--- src/rtl/escalonador_nota_if.sv ---
// Signal bundle between the round scheduler and its neighbours: controller, ideal-value memory,
// shared scorer, media register and display.
interface escalonador_nota_if;
  logic       enable;
  logic [3:0] tipo_planta;
  logic [3:0] nota_in;
  logic [1:0] sel;
  logic [3:0] tipo_lat;
  logic [3:0] nota_temperatura;
  logic [3:0] nota_umidade;
  logic [3:0] nota_luminosidade;
  logic [3:0] nota_pH;
  logic [3:0] media;
  logic       s_zera;
  logic       s_reg;
  logic       media_valid;
  logic       busy;

  modport master (
    output enable, tipo_planta, nota_in,
    input  sel, tipo_lat, nota_temperatura, nota_umidade, nota_luminosidade, nota_pH,
    input  media, s_zera, s_reg, media_valid, busy
  );

  modport slave (
    input  enable, tipo_planta, nota_in,
    output sel, tipo_lat, nota_temperatura, nota_umidade, nota_luminosidade, nota_pH,
    output media, s_zera, s_reg, media_valid, busy
  );
endinterface

--- src/rtl/escalonador_nota.sv ---
// Round scheduler: shares one nota scorer across four sensor channels, then averages the notas.
// Every output is registered from the next-state decision, so it lines up with the state it belongs to.
module escalonador_nota #(
  parameter int MEM_LAT   = 1,
  parameter int LAT_NOTA  = 1,
  parameter int INTERVALO = 8
) (
  input logic               clock,
  input logic               reset,
  escalonador_nota_if.slave bus
);

  localparam int CNT_MAX = (MEM_LAT > INTERVALO) ?
                           ((MEM_LAT > LAT_NOTA + 1) ? MEM_LAT : LAT_NOTA + 1) :
                           ((INTERVALO > LAT_NOTA + 1) ? INTERVALO : LAT_NOTA + 1);
  localparam int CNT_W   = $clog2(CNT_MAX + 1);

  typedef enum logic [2:0] {IDLE, ZERA, CONFIG, AMOSTRA, MEDIA, ESPERA} state_e;

  state_e           state_q, state_d;
  logic [CNT_W-1:0] cnt_q, cnt_d;
  logic [1:0]       canal_q, canal_d;
  logic [5:0]       sum_q, sum_d;
  logic [3:0][3:0]  nota_q, nota_d;
  logic [3:0]       tipo_lat_q, tipo_lat_d;
  logic [3:0]       media_q, media_d;
  logic [1:0]       sel_q, sel_d;
  logic             s_zera_q, s_zera_d;
  logic             s_reg_q, s_reg_d;
  logic             media_valid_q, media_valid_d;
  logic             busy_q, busy_d;

  logic troca;
  logic ultimo;
  logic captura;
  logic carrega;

  // A plant-type change restarts the round; MEDIA and ZERA are too short to need the check.
  assign troca   = (bus.tipo_planta != tipo_lat_q) &&
                   (state_q == CONFIG || state_q == AMOSTRA || state_q == ESPERA);
  assign ultimo  = (state_q == AMOSTRA) && (cnt_q == CNT_W'(LAT_NOTA));
  assign captura = ultimo && bus.enable && !troca;
  assign carrega = (state_q == MEDIA) && bus.enable;

  always_ff @(posedge clock) begin
    if (!reset) begin
      state_q       <= IDLE;
      cnt_q         <= '0;
      canal_q       <= '0;
      sum_q         <= '0;
      nota_q        <= '0;
      tipo_lat_q    <= '0;
      media_q       <= '0;
      sel_q         <= '0;
      s_zera_q      <= 1'b0;
      s_reg_q       <= 1'b0;
      media_valid_q <= 1'b0;
      busy_q        <= 1'b0;
    end else begin
      state_q       <= state_d;
      cnt_q         <= cnt_d;
      canal_q       <= canal_d;
      sum_q         <= sum_d;
      nota_q        <= nota_d;
      tipo_lat_q    <= tipo_lat_d;
      media_q       <= media_d;
      sel_q         <= sel_d;
      s_zera_q      <= s_zera_d;
      s_reg_q       <= s_reg_d;
      media_valid_q <= media_valid_d;
      busy_q        <= busy_d;
    end
  end

  always_comb begin
    state_d = state_q;
    cnt_d   = cnt_q;
    canal_d = canal_q;
    if (state_q != IDLE && !bus.enable) begin
      state_d = IDLE;
    end else if (troca) begin
      state_d = ZERA;
    end else begin
      case (state_q)
        IDLE: begin
          if (bus.enable) state_d = ZERA;
        end
        ZERA: begin
          state_d = CONFIG;
          cnt_d   = '0;
        end
        CONFIG: begin
          if (cnt_q == CNT_W'(MEM_LAT - 1)) begin
            state_d = AMOSTRA;
            cnt_d   = '0;
          end else begin
            cnt_d = cnt_q + CNT_W'(1);
          end
        end
        AMOSTRA: begin
          if (ultimo) begin
            cnt_d = '0;
            if (canal_q == 2'd3) state_d = MEDIA;
            else                 canal_d = canal_q + 2'd1;
          end else begin
            cnt_d = cnt_q + CNT_W'(1);
          end
        end
        MEDIA: begin
          state_d = ESPERA;
          cnt_d   = '0;
        end
        ESPERA: begin
          if (cnt_q == CNT_W'(INTERVALO - 1)) state_d = ZERA;
          else                                cnt_d   = cnt_q + CNT_W'(1);
        end
        default: state_d = IDLE;
      endcase
    end
    if (state_d == ZERA) canal_d = '0;
  end

  always_comb begin
    s_zera_d      = (state_d == ZERA);
    s_reg_d       = carrega;
    media_valid_d = carrega;
    busy_d        = (state_d != IDLE);
    tipo_lat_d    = (state_d == ZERA) ? bus.tipo_planta : tipo_lat_q;
    sel_d         = (state_d == AMOSTRA) ? canal_d : sel_q;
    media_d       = carrega ? sum_q[5:2] : media_q;
    nota_d        = nota_q;
    sum_d         = sum_q;
    if (state_d == ZERA) begin
      sum_d = '0;
    end else if (captura) begin
      sum_d           = sum_q + {2'b00, bus.nota_in};
      nota_d[canal_q] = bus.nota_in;
    end
  end

  assign bus.sel               = sel_q;
  assign bus.tipo_lat          = tipo_lat_q;
  assign bus.nota_temperatura  = nota_q[0];
  assign bus.nota_umidade      = nota_q[1];
  assign bus.nota_luminosidade = nota_q[2];
  assign bus.nota_pH           = nota_q[3];
  assign bus.media             = media_q;
  assign bus.s_zera            = s_zera_q;
  assign bus.s_reg             = s_reg_q;
  assign bus.media_valid       = media_valid_q;
  assign bus.busy              = busy_q;

endmodule
--- src/flat_wrapper.sv ---
// flat-port wrapper written by rule: the top's interface ports become plain ports
module escalonador_nota_flat 
#(
  parameter int MEM_LAT   = 1,
  parameter int LAT_NOTA  = 1,
  parameter int INTERVALO = 8
)
  (clock, reset, bus_enable, bus_tipo_planta, bus_nota_in, bus_sel, bus_tipo_lat, bus_nota_temperatura, bus_nota_umidade, bus_nota_luminosidade, bus_nota_pH, bus_media, bus_s_zera, bus_s_reg, bus_media_valid, bus_busy);
  escalonador_nota_if bus_i ();
  input logic clock;
  input logic reset;
  input wire logic [$bits(bus_i.enable)-1:0] bus_enable;
  input wire logic [$bits(bus_i.tipo_planta)-1:0] bus_tipo_planta;
  input wire logic [$bits(bus_i.nota_in)-1:0] bus_nota_in;
  output wire logic [$bits(bus_i.sel)-1:0] bus_sel;
  output wire logic [$bits(bus_i.tipo_lat)-1:0] bus_tipo_lat;
  output wire logic [$bits(bus_i.nota_temperatura)-1:0] bus_nota_temperatura;
  output wire logic [$bits(bus_i.nota_umidade)-1:0] bus_nota_umidade;
  output wire logic [$bits(bus_i.nota_luminosidade)-1:0] bus_nota_luminosidade;
  output wire logic [$bits(bus_i.nota_pH)-1:0] bus_nota_pH;
  output wire logic [$bits(bus_i.media)-1:0] bus_media;
  output wire logic [$bits(bus_i.s_zera)-1:0] bus_s_zera;
  output wire logic [$bits(bus_i.s_reg)-1:0] bus_s_reg;
  output wire logic [$bits(bus_i.media_valid)-1:0] bus_media_valid;
  output wire logic [$bits(bus_i.busy)-1:0] bus_busy;
  assign bus_i.enable = bus_enable;
  assign bus_i.tipo_planta = bus_tipo_planta;
  assign bus_i.nota_in = bus_nota_in;
  assign bus_sel = bus_i.sel;
  assign bus_tipo_lat = bus_i.tipo_lat;
  assign bus_nota_temperatura = bus_i.nota_temperatura;
  assign bus_nota_umidade = bus_i.nota_umidade;
  assign bus_nota_luminosidade = bus_i.nota_luminosidade;
  assign bus_nota_pH = bus_i.nota_pH;
  assign bus_media = bus_i.media;
  assign bus_s_zera = bus_i.s_zera;
  assign bus_s_reg = bus_i.s_reg;
  assign bus_media_valid = bus_i.media_valid;
  assign bus_busy = bus_i.busy;
  escalonador_nota #(.MEM_LAT(MEM_LAT), .LAT_NOTA(LAT_NOTA), .INTERVALO(INTERVALO)) u_core (.clock(clock), .reset(reset), .bus(bus_i));
endmodule
--- config.mk ---
export PLATFORM = sky130hd
export DESIGN_NAME = escalonador_nota_flat
export DESIGN_NICKNAME = d
export VERILOG_FILES = /design/src/rtl/escalonador_nota_if.sv /design/src/rtl/escalonador_nota.sv /design/src/flat_wrapper.sv
export SDC_FILE = /design/constraint.sdc
export NUM_CORES = 1
export LEC_CHECK = 0
export CAP_MARGIN = 10
export CORE_MARGIN = 2
export CORE_UTILIZATION = 55
export CTS_CLUSTER_SIZE = 24
export DETAILED_ROUTE_END_ITERATION = 7
export DONT_BUFFER_PORTS = 1
export HOLD_SLACK_MARGIN = 0.15
export PLACE_DENSITY = 0.7
export SLEW_MARGIN = 20
export SYNTH_ARGS = -nofsm -noshare
export SYNTH_HDL_FRONTEND = slang
export SYNTH_SLANG_ARGS = --single-unit
--- constraint.sdc ---
create_clock -name clock -period 6.9 [get_ports clock]
set_clock_uncertainty 0.15 [all_clocks]
set_input_delay 2.07 -clock clock [delete_from_list [all_inputs] [get_ports clock]]
set_output_delay 2.07 -clock clock [all_outputs]
set_load 0.02 [all_outputs]
After elaboration in Yosys (flattened, before gate mapping)
Index checks and enable logic that the tools add are counted.
{"block": "word_totals", "reg_bits": 44, "latchBits": 0, "ramBits": 0, "mem_bits_ro": 0, "in_bits": 11, "memories": 0}
{"block": "classes", "addsub": 3, "n_mul": 0, "div": 0, "n_lt_le_gt_ge": 2, "n_eq_ne": 12, "shifts": 0, "mux": 21, "bitwise_logic": 4, "n_reduce_logical": 20}
{"operator": "$mux 3", "count": 7}
{"operator": "$pmux 3 s6", "count": 1}
{"operator": "$bwmux 16", "count": 1}
{"operator": "$mux 4", "count": 4}
{"operator": "$pmux 4 s4", "count": 1}
{"operator": "$mux 2", "count": 6}
{"operator": "$eq 3x2->1 const B", "count": 3}
{"operator": "$demux 4 s2", "count": 1}
{"operator": "$logic_and 1x1->1", "count": 7}
{"operator": "$add 6x4->6", "count": 1}
{"operator": "$eq 3x1->1 const B", "count": 2}
{"operator": "$eq 3x3->1 const B", "count": 2}
{"operator": "$reduce_bool 3->1", "count": 2}
{"operator": "$add 4x1->4 const B", "count": 1}
{"operator": "$eq 4x1->1 const B", "count": 1}
{"operator": "$eq 4x3->1 const B", "count": 1}
{"operator": "$logic_not 4->1", "count": 1}
{"operator": "$ne 4x4->1", "count": 1}
{"operator": "$not 1->1", "count": 4}
{"operator": "$reduce_and 4->1", "count": 1}
{"operator": "$reduce_bool 4->1", "count": 1}
{"operator": "$reduce_or 2->1", "count": 2}
{"operator": "$logic_not 3->1", "count": 1}
{"operator": "$lt 2x3->1 const B", "count": 1}
{"operator": "7 further kinds", "count": 9}

Longest topological paths before layout
Gate-level depths: netlist of run 1.
{"block": "logic_depth", "word_depth": 9, "mapped_depth": 8, "ltp_nobuf": 8}

Worst setup path before layout of run 1
No wires, ideal clock.
{"block": "synth_timing", "path_type": "input to register", "start": "input bus_tipo_planta[1]", "end": "register u_core.nota_q (netlist bit u_core.bus.nota_luminosidade[0])", "setup_time_ns": 0.116, "arrival_ns": 3.611, "t_required_ns": 6.634, "setup_slack_ns": 3.023, "cell_stages": 6, "n_path_buf": 1, "path_cell_list": "xor2_1 -> or4_4 -> buf_6 -> a2111oi_4 -> mux2i_1 -> nor2b_1"}
{"block": "synth_between", "elab_chain_len": 7, "elab_cells_between_ends": 9}
{"element": "start, declared", "line": "flat_wrapper.sv:13", "source": "input wire logic [$bits(bus_i.tipo_planta)-1:0] bus_tipo_planta;"}
{"element": "$ne 4x4->1 (*)", "line": "escalonador_nota.sv:39", "source": "assign troca = (bus.tipo_planta != tipo_lat_q) &&"}
{"element": "$logic_and 1x1->1 (*)", "line": "escalonador_nota.sv:39"}
{"element": "$mux 3", "line": "escalonador_nota.sv:81", "source": "end else if (troca) begin"}
{"element": "$mux 3", "line": "escalonador_nota.sv:79", "source": "if (state_q != IDLE && !bus.enable) begin"}
{"element": "$eq 3x1->1", "line": "escalonador_nota.sv:133", "source": "if (state_d == ZERA) begin"}
{"element": "$not 1->1 (no source line)"}
{"element": "$reduce_and 2->1 (no source line) (*)"}
{"element": "end signal, assigned", "line": "escalonador_nota.sv:64", "source": "nota_q <= nota_d;"}
{"element": "end, declared", "line": "escalonador_nota.sv:24", "source": "logic [3:0][3:0] nota_q, nota_d;"}
Every way passes the cells marked *; elsewhere a longest branch is shown, timed or not.
A chain may end at the register's enable or synchronous reset.

Final worst setup path of run 1
{"block": "layout_timing", "start": "input bus_tipo_planta[1]", "end": "register u_core.canal_q[1]"}
{"block": "layout_between", "elab_chain_len": 6, "elab_cells_between_ends": 8}
{"element": "$ne 4x4->1 (*)", "line": "escalonador_nota.sv:39"}
{"element": "$logic_and 1x1->1 (*)", "line": "escalonador_nota.sv:39"}
{"element": "$mux 3", "line": "escalonador_nota.sv:81"}
{"element": "$mux 3", "line": "escalonador_nota.sv:79"}
{"element": "$eq 3x1->1", "line": "escalonador_nota.sv:120", "source": "if (state_d == ZERA) canal_d = '0;"}
{"element": "$mux 2 (*)", "line": "escalonador_nota.sv:120"}
{"element": "end signal, assigned", "line": "escalonador_nota.sv:62", "source": "canal_q <= canal_d;"}
{"element": "end, declared", "line": "escalonador_nota.sv:22", "source": "logic [1:0] canal_q, canal_d;"}
Marked as above.

==> results of run 1 <==
[final cells by class]
cell class,count,area share
clock buffer,5,0.02874
clock inverter,3,0.01933
inverter,11,0.01724
multi-input combinational,167,0.5408
sequential,44,0.3678
tap,50,0.02612
[path summary, 6_finish.rpt]
kind	from	to	slack, ns	cells past startpoint
min reg2reg	u_core.sum_q[0]	u_core.sum_q[0]	0.37	2
max reg2reg	u_core.bus.tipo_lat[1]	u_core.canal_q[1]	4.42	5
min	u_core.sum_q[0]	u_core.sum_q[0]	0.37	2
max	bus_tipo_planta[1]	u_core.canal_q[1]	3.12	5
[metrics by stage]
| step | hold WS, ns | utilization | instances | setup WS (ns) | total power (W) |
|---|---|---|---|---|---|
| final | 0.3681 | 0.5987 | 280 | 3.121 | 0.0007167 |
| after global placement | 0.3290 | 0.5699 | 272 | 2.893 | 0.0005131 |
| after global routing | 0.4011 | 0.5987 | 280 | 2.950 | 0.0007541 |
| after detailed placement | 0.3558 | 0.5699 | 272 | 2.819 | 0.0005158 |
| after floorplan | 0.3146 | - | 233 | 3.023 | 0.0004835 |
| after CTS | 0.3781 | 0.5987 | 280 | 3.134 | 0.0007217 |
[layout by cell type (no fill, tap or decap), types with 2 or more instances in the layout]
cell / instances
ha_1: 7
dfxtp_1: 44
nor4_1: 2
nor2b_1: 20
a211oi_1: 3
inv_1: 11
and4_1: 2
xnor2_1: 4
a2111oi_4: 2
a21oi_1: 5
nand3_1: 2
a211o_1: 2
mux2i_1: 29
nor3_1: 3
nand2_1: 20
a21o_1: 2
xor2_1: 5
o21ai_0: 3
and3_1: 4
o22ai_1: 4
nor3b_1: 2
clkbuf_8: 5
nor2_1: 17
[logic make-up (layout without fill, tap and decap cells)]
kind of cell               count (synthesis)  count (layout)  share of synthesized area
and+or+nand+nor                           80              80                     0.1905
DFF                                       44              44                     0.3877
adders and majority gates                  8               8                    0.04736
buffers and inverters                     22              19                    0.04240
xor gates and xnor gates                   9               9                    0.03469
muxes                                     31              31                     0.1388
AOI/OAI and AO/OA                         39              39                     0.1586
[per-layer routing]
| metal | wire length [um] | part of all wire |
|---|---|---|
| met4 | 28 | 0.0064 |
| met5 | 0 | 0 |
| met1 | 2214 | 0.51 |
| met2 | 1842 | 0.42 |
| met3 | 281 | 0.064 |
[tightest hold or removal path, delay by kind of cell, from the launching register on]
kind,cells,cell delay (ns)
DFF,1,0.34
and+or+nand+nor,1,0.07
muxes,1,0.07
[power by group through the flow]
stage	clock (W)	sequential (W)	combinational, W
2_1_floorplan	0	0.000313	0.000171
3_3_place_gp	0	0.000328	0.000185
3_5_place_dp	0	0.000328	0.000188
4_1_cts	0.000211	0.000322	0.000188
5_1_grt	0.000220	0.000327	0.000207
6_report	0.000206	0.000322	0.000188
==> reports/metrics.yaml, run 1 <==
run_status: "finished, final reports clean"
cts_resized: 0
grt_start_max_net_pins: 44
cp_cell_sequence: "xor2_1 -> nor4_1 -> nor3_1 -> a211o_1 -> nor2_1"
syn_area_per_cell_um2: 9.752
port_buffers: 0
async_reset_ff_frac: 0
power.switching_w: 0.0002544
pwr-share-comb: 0.263
drive_gt1_frac: 0.09565
htreeDepth: 2
place.gp.congestion: 0.7985
start_util: 0.5680
num-fill-cells: 347
regMostFlops: "u_core.sum_q"
cap_viol_max_count: 0
fin_setup_tns_ns: 0
rsz0062_at_grt: "no"
cts.reportedPaths.clkPinSlew_ns: 0.09
p_leak_nw: 0.8288
dp_hpwl_um: 3096
grt_use_total: 0.2043
fin_crit_ns: 3.779
met2_usage: 0.2694
ys_seq_area_frac: 0.3877
io_pins: 41
cts.sinks: 44
chipWidth_um: 68.28
ys_ff_latch: 44
final_max_slew_viol_count: 0
path_buf_inv: 0
hp-class: "register to register"
cts_buffers: 5
seq_area_um2: 880.8
syn_inst: 233
overflow: 0
syn2layout_area_growth_pct: 5.397
cp.required_ns: 7.00
multi_input_area_um2: 1295
antenna_found_initial: 0
synth_commonest_cells: "dfxtp_1 (44), mux2i_1 (29), nand2_1 (20), nor2b_1 (20), nor2_1 (17)"
dr_total_vias: 1618
rows: 23
firstDrtPassIters: 4
relSlewSlack: 0.4010
drtAntennaViolNets: 0
syn_nets: 252
worstSetupPathType: "input pin to register"
tightest_slew_ns: 0.8903
yosys.area.top_type: "dfxtp_1"
met3_usage: 0.05921
synth_most_common_cell: "dfxtp_1"
largest_reg_flops: 6
synth_area_um2: 2272
hold_viol: 0
worst_path_max_delay_cell: "nor4_1"
synth_top_area_frac: 0.3877
drt_iter0_markers: 115
cts_tree: "done"
internal_power_w: 0.0004623
cts_setup_buffers: 0
use_met1: 0.2964
slowest_delay_ns: 0.80
fmax_ghz: 0.2646
clk_latency_ns: 0.31
p_seq_frac: 0.449
setup_violations: 0
core_um2: 4000
grt_pass1_vias: 1449
nNetsFinal: 248
grt_pass1_wl_um: 6900
cp_max_fo: 8
power.density_nw_per_um2: 299.3
p_clk_frac: 0.288
peakVddDrop_mv: 0.2046
final_area_um2: 2395
hold_buffers: 0
dpl-instance-area_um2: 2280
synth-edff-count: 0
finalCritPeriodShare: 0.5477
synth_cell_type_count: 56
critPathLaunchType: "input pin"
arrival_ns: 3.87
ys.flop_type: "dfxtp_1"
die_area_um2: 4661
yosys_warnings: 0
routed_wl_um: 4366
vias_per_cell: 5.779
die_h_um: 68.28
root_buffer: "clkbuf_8"
top_usage_layer: "met1"
swShare: 0.3550
antennaDiodeCount: 0
clockBufferDepth: 2
crit_family: "simple AND/OR/NAND/NOR gates"
remaining_drc_errors: 0
post_drt_wl_per_cell_um: 15.59
synth_area_leaders: "dfxtp_1 (39%), mux2i_1 (13%), nor2b_1 (5.5%)"
worstSetupEndpointType: "register"
No activity file was read; power rests on OpenSTA's default activity.
==> run 2: changes to the inputs <==
--- a/config.mk
+++ b/config.mk
@@ -12,7 +12,7 @@
 export DETAILED_ROUTE_END_ITERATION = 7
 export DONT_BUFFER_PORTS = 1
 export HOLD_SLACK_MARGIN = 0.15
-export PLACE_DENSITY = 0.7
+export PLACE_DENSITY = 0.73
 export SLEW_MARGIN = 20
 export SYNTH_ARGS = -nofsm -noshare
 export SYNTH_HDL_FRONTEND = slang
==> constraint.sdc (replaced) <==
create_clock -name clock -period 3.26 [get_ports clock]
set_clock_uncertainty 0.15 [all_clocks]
set_input_delay 0.978 -clock clock [delete_from_list [all_inputs] [get_ports clock]]
set_output_delay 0.978 -clock clock [all_outputs]
set_load 0.02 [all_outputs]
==> reports/metrics.yaml, run 2 (synthesis results as in run 1) <==
tightest_slew_ns: 0.6053  # -0.2850 ns
hold_buffers: 0  # unchanged
clk_latency_ns: 0.30  # about the same
die_h_um: 68.28  # unchanged
num-fill-cells: 340  # -2.0%
hp-class: "register to register"
chipWidth_um: 68.28  # unchanged
remaining_drc_errors: 0  # unchanged
grt_pass1_wl_um: 7038  # +2.0%
vias_per_cell: 5.667  # -1.9%
firstDrtPassIters: 4  # unchanged
power.density_nw_per_um2: 637.6  # +110%
layout_common_cells: "dfxtp_1 (44), mux2i_1 (29), nand2_1 (20), nor2b_1 (20), nor2_1 (17)"
hold_viol: 0  # unchanged
p_leak_nw: 0.8461  # +2.1%
worstSetupPathType: "input pin to register"
finalCritPeriodShare: 0.7830
antenna_found_initial: 0  # unchanged
cts_tree: "done"
slowest_delay_ns: 0.65  # -0.15 ns
dp_slack_ns: 0.3831  # -2.436 ns
run_status: "finished, final reports clean"
hold_start: "u_core.sum_q[0]"
root_buffer: "clkbuf_8"
cts_resized: 0  # unchanged
setup_violations: 0  # unchanged
cts.reportedPaths.clkPinSlew_ns: 0.08  # about the same
cp.required_ns: 3.31  # -3.69 ns
post_drt_wl_per_cell_um: 15.59  # about the same
cts.sinks: 44  # unchanged
fin_setup_tns_ns: 0  # unchanged
crit_family: "simple AND/OR/NAND/NOR gates"
fin_crit_ns: 2.552
cap_viol_max_count: 0  # unchanged
cp_cell_sequence: "xor2_1 -> or4_4 -> a2111oi_4 -> mux2i_1 -> nor2b_1"
start_util: 0.5680  # unchanged
dp_hpwl_um: 3121  # +0.81%
final_common_cell: "dfxtp_1"
io_pins: 41  # unchanged
port_buffers: 0  # unchanged
rsz0062_at_grt: "no"
fmax_ghz: 0.3918
place.gp.congestion: 0.7916  # -0.86%
worst_path_max_delay_cell: "or4_4"
hold_path_depth: 2  # unchanged
drtAntennaViolNets: 0  # unchanged
path_buf_inv: 0  # unchanged
critPathLaunchType: "input pin"
drive_gt1_frac: 0.1034  # +0.007796
nNetsFinal: 250  # +0.81%
worstSetupEndpointType: "register"
regMostFlops: "u_core.sum_q"
clockBufferDepth: 2  # unchanged
grt_start_max_net_pins: 44  # unchanged
arrival_ns: 2.60  # -1.27 ns
cp_max_fo: 7  # -1
relSlewSlack: 0.5940  # +0.1930
syn2layout_area_growth_pct: 6.333
htreeDepth: 2  # unchanged
antennaDiodeCount: 0  # unchanged
die_area_um2: 4661  # unchanged
routed_wl_um: 4396  # +0.69%
worstHoldEndpoint: "u_core.sum_q[0]"
peakVddDrop_mv: 0.4868  # +140%
r2r-start: "u_core.cnt_q[1]"
overflow: 0  # unchanged
grt_use_total: 0.2056  # +0.001248
final_max_slew_viol_count: 0  # unchanged
cts_buffers: 5  # unchanged
r2r_end: "u_core.bus.nota_luminosidade[2]"
core_um2: 4000  # unchanged
fin_ws_ns: 0.7075  # -2.413 ns
rr_worst_depth: 7  # +2
drt_iter0_markers: 70  # -39%
rows: 23  # unchanged
dr_total_vias: 1598  # -1.2%
cts_setup_buffers: 0  # unchanged
largest_reg_flops: 6  # unchanged
r2r_slack_ns: 0.81  # -3.61 ns
grt_pass1_vias: 1471  # +1.5%
-- run 2: power breakdown --
group	switching, W	leakage [nW]	total [W]	internal [W]
logic	0.000238	0.429	0.000412	0.000174
clock network	0.000197	0.0614	0.000448	0.000251
registers	0.0000991	0.356	0.000681	0.000582
-- run 2: per-stage QoR --
step | util | total power, W | std cells | hold slack [ns] | area [um^2]
final | 0.6040 | 0.001541 | 282 | 0.3727 | 2416
after global placement | 0.5737 | 0.001094 | 274 | 0.3287 | 2295
after CTS | 0.6040 | 0.001545 | 282 | 0.3788 | 2416
after floorplan | - | 0.001023 | 233 | 0.3146 | 2272
after global routing | 0.6040 | 0.001617 | 282 | 0.4022 | 2416
after detailed placement | 0.5737 | 0.001097 | 274 | 0.3587 | 2295
-- run 2: cell type report --
| type | count | area, um^2 | share of cell area |
|---|---|---|---|
| timing repair buffer | 2 | 15.01 | 0.006214 |
| clock inverter | 2 | 38.79 | 0.01605 |
| clock buffer | 6 | 82.58 | 0.03418 |
| sequential | 44 | 880.8 | 0.3646 |
| multi-input combinational | 167 | 1295 | 0.5360 |
| tap | 50 | 62.56 | 0.02589 |
| inverter | 11 | 41.29 | 0.01709 |
-- run 2: per-layer routing --
metal  up-vias  GRT usage  share of wire
met5         -          0              0
met4         0    0.06750          0.013
met3         5    0.08553          0.073
met2        44     0.2755           0.42
met1       731     0.2943           0.49
li1        818          -              -
-- run 2: worst max-delay path by stage --
| stage | startpoint | to | slack [ns] | cells past startpoint |
|---|---|---|---|---|
| finish | bus_tipo_planta[1] | u_core.bus.nota_luminosidade[2] | 0.71 | 5 |
| global route | bus_tipo_planta[1] | u_core.cnt_q[3] | 0.64 | 5 |
| CTS | bus_tipo_planta[1] | u_core.bus.nota_temperatura[3] | 0.71 | 5 |
| detailed placement | bus_tipo_planta[1] | u_core.bus.nota_temperatura[3] | 0.38 | 5 |
| global placement | bus_tipo_planta[1] | u_core.bus.nota_luminosidade[0] | 0.42 | 5 |
| floorplan | bus_tipo_planta[1] | u_core.bus.nota_luminosidade[0] | 0.47 | 6 |
-- run 2: tightest hold or removal path, delay by kind of cell (launching register included) --
family           cells  cell delay [ns]
and+or+nand+nor      1             0.08
DFF                  1             0.34
muxes                1             0.07
==> run 3: changes to the inputs <==
--- a/config.mk
+++ b/config.mk
@@ -12,7 +12,7 @@
 export DETAILED_ROUTE_END_ITERATION = 7
 export DONT_BUFFER_PORTS = 1
 export HOLD_SLACK_MARGIN = 0.15
-export PLACE_DENSITY = 0.73
+export PLACE_DENSITY = 0.7
 export SLEW_MARGIN = 20
 export SYNTH_ARGS = -nofsm -noshare
 export SYNTH_HDL_FRONTEND = slang
==> constraint.sdc (replaced) <==
create_clock -name clock -period 2.6 [get_ports clock]
set_clock_uncertainty 0.15 [all_clocks]
set_input_delay 0.78 -clock clock [delete_from_list [all_inputs] [get_ports clock]]
set_output_delay 0.78 -clock clock [all_outputs]
set_load 0.02 [all_outputs]
==> reports/metrics.yaml, run 3 (synthesis results as in run 1) <==
cts_setup_buffers: 0  # unchanged
worst_path_max_delay_cell: "a2111oi_4"
grt_use_total: 0.2124  # +0.006837
grt_pass1_wl_um: 7410  # +5.3%
met2_usage: 0.3240  # +0.04854
start_util: 0.5680  # unchanged
post_drt_wl_per_cell_um: 15.08  # -3.3%
cp_cell_sequence: "inv_1 -> ha_1 -> nor4b_2 -> nand4_2 -> a2111oi_4 -> buf_4 -> mux2i_1 -> nor2b_1"
relSlewSlack: 0.7075  # +0.1135
run_status: "finished, final reports clean"
finalCritPeriodShare: 0.9208
cp_max_fo: 5  # -2
antenna_found_initial: 0  # unchanged
io_pins: 41  # unchanged
met3_usage: 0.06250  # -0.02303
cts.sinks: 44  # unchanged
dpl-instance-area_um2: 2370  # +3.3%
final_common_cell: "dfxtp_1"
final_max_slew_viol_count: 0  # unchanged
cts.reportedPaths.clkPinSlew_ns: 0.08  # about the same
routed_wl_um: 4387  # -0.20%
vias_per_cell: 5.619  # -0.85%
peakVddDrop_mv: 0.7473  # +54%
dr_total_vias: 1635  # +2.3%
path_buf_inv: 2  # +2
cp.required_ns: 2.64  # -0.67 ns
drtAntennaViolNets: 0  # unchanged
top_usage_layer: "met2"
root_buffer: "clkbuf_8"
largest_reg_flops: 6  # unchanged
htreeDepth: 2  # unchanged
syn2layout_area_growth_pct: 7.874
power.density_nw_per_um2: 748.9  # +17%
hp-class: "register to register"
fin_crit_ns: 2.394
tightest_slew_ns: 0.4353  # -0.1700 ns
port_buffers: 0  # unchanged
layout_common_cells: "dfxtp_1 (44), mux2i_1 (29), nand2_1 (20), nor2b_1 (20), nor2_1 (17)"
r2r-start: "u_core.cnt_q[1]"
num-fill-cells: 348  # +2.4%
antennaDiodeCount: 0  # unchanged
arrival_ns: 2.44  # -0.16 ns
die_area_um2: 4661  # unchanged
remaining_drc_errors: 0  # unchanged
cts_buffers: 5  # unchanged
grt_pass1_vias: 1644  # +12%
hold_buffers: 0  # unchanged
hold_viol: 0  # unchanged
clockBufferDepth: 2  # unchanged
die_h_um: 68.28  # unchanged
hold_start: "u_core.sum_q[5]"
nNetsFinal: 260  # +4.0%
setup_violations: 0  # unchanged
crit_family: "simple AND/OR/NAND/NOR gates"
rows: 23  # unchanged
cts_resized: 0  # unchanged
dp_hpwl_um: 3179  # +1.8%
drt_iter0_markers: 78  # +11%
regMostFlops: "u_core.sum_q"
use_met1: 0.2909  # -0.003351
overflow: 0  # unchanged
placedCellCount: 284  # +3.6%
worstSetupEndpointType: "register"
worstSetupPathType: "register to register"
chipWidth_um: 68.28  # unchanged
place.gp.congestion: 0.8205  # +3.7%
cts_tree: "done"
layout.cells.non_filler: 291  # +3.2%
fin_util: 0.6128  # +0.008758
slowest_delay_ns: 0.39  # -0.26 ns
cap_viol_max_count: 0  # unchanged
final_area_um2: 2451  # +1.4%
fin_setup_tns_ns: 0  # unchanged
grt_start_max_net_pins: 44  # unchanged
p_leak_nw: 0.8769  # +3.6%
clk_latency_ns: 0.30  # about the same
core_um2: 4000  # unchanged
firstDrtPassIters: 4  # unchanged
drive_gt1_frac: 0.1369  # +0.03348
fmax_ghz: 0.4177
report.power.total_w: 0.001836  # +19%
critPathLaunchType: "register"
rsz0062_at_grt: "no"
startpoint: "u_core.cnt_q[1]"
[run 3: area by class of cell]
cell class,instances,area [um^2],area share
Clock inverter,2,12.51,0.005105
Clock buffer,5,68.82,0.02808
Inverter,11,41.29,0.01685
Tap cell,50,62.56,0.02552
Multi-Input combinational cell,167,1295,0.5283
Sequential cell,44,880.8,0.3594
Timing Repair Buffer,12,90.09,0.03675
[run 3: worst reg2reg max path, stage by stage (launching register included)]
cell and delay (ns):
dfxtp_1 0.34, inv_1 0.10, ha_1 0.18, nor4b_2 0.36, nand4_2 0.33, a2111oi_4 0.39
buf_4 0.20, mux2i_1 0.18, nor2b_1 0.06
[run 3: where the power goes]
group | total [W] | internal (W) | switching (W)
Combinational | 0.000584 | 0.000259 | 0.000325
Clock | 0.000417 | 0.000182 | 0.000235
Sequential | 0.000834 | 0.000730 | 0.000105
[run 3: per-layer routing]
layer / wire length [um] / vias to the layer above
met4: 48 / 0
met2: 1966 / 36
met3: 235 / 6
met5: 0 / -
met1: 2136 / 753
li1: - / 840
[run 3: metrics by stage]
stage,setup slack [ns],hold WS (ns)
after floorplan,0.01283,0.3146
after global placement,0.01459,0.3297
after detailed placement,-0.01561,0.3485
after CTS,0.2106,0.3697
after global routing,0.05776,0.4011
final,0.2058,0.3655
[run 3: worst paths after layout]
kind                                endpoint  slack [ns]  cells past startpoint
max          u_core.bus.nota_luminosidade[2]        0.21                      8
min                          u_core.sum_q[5]        0.37                      2
max reg2reg  u_core.bus.nota_luminosidade[2]        0.21                      8
min reg2reg                  u_core.sum_q[5]        0.37                      2
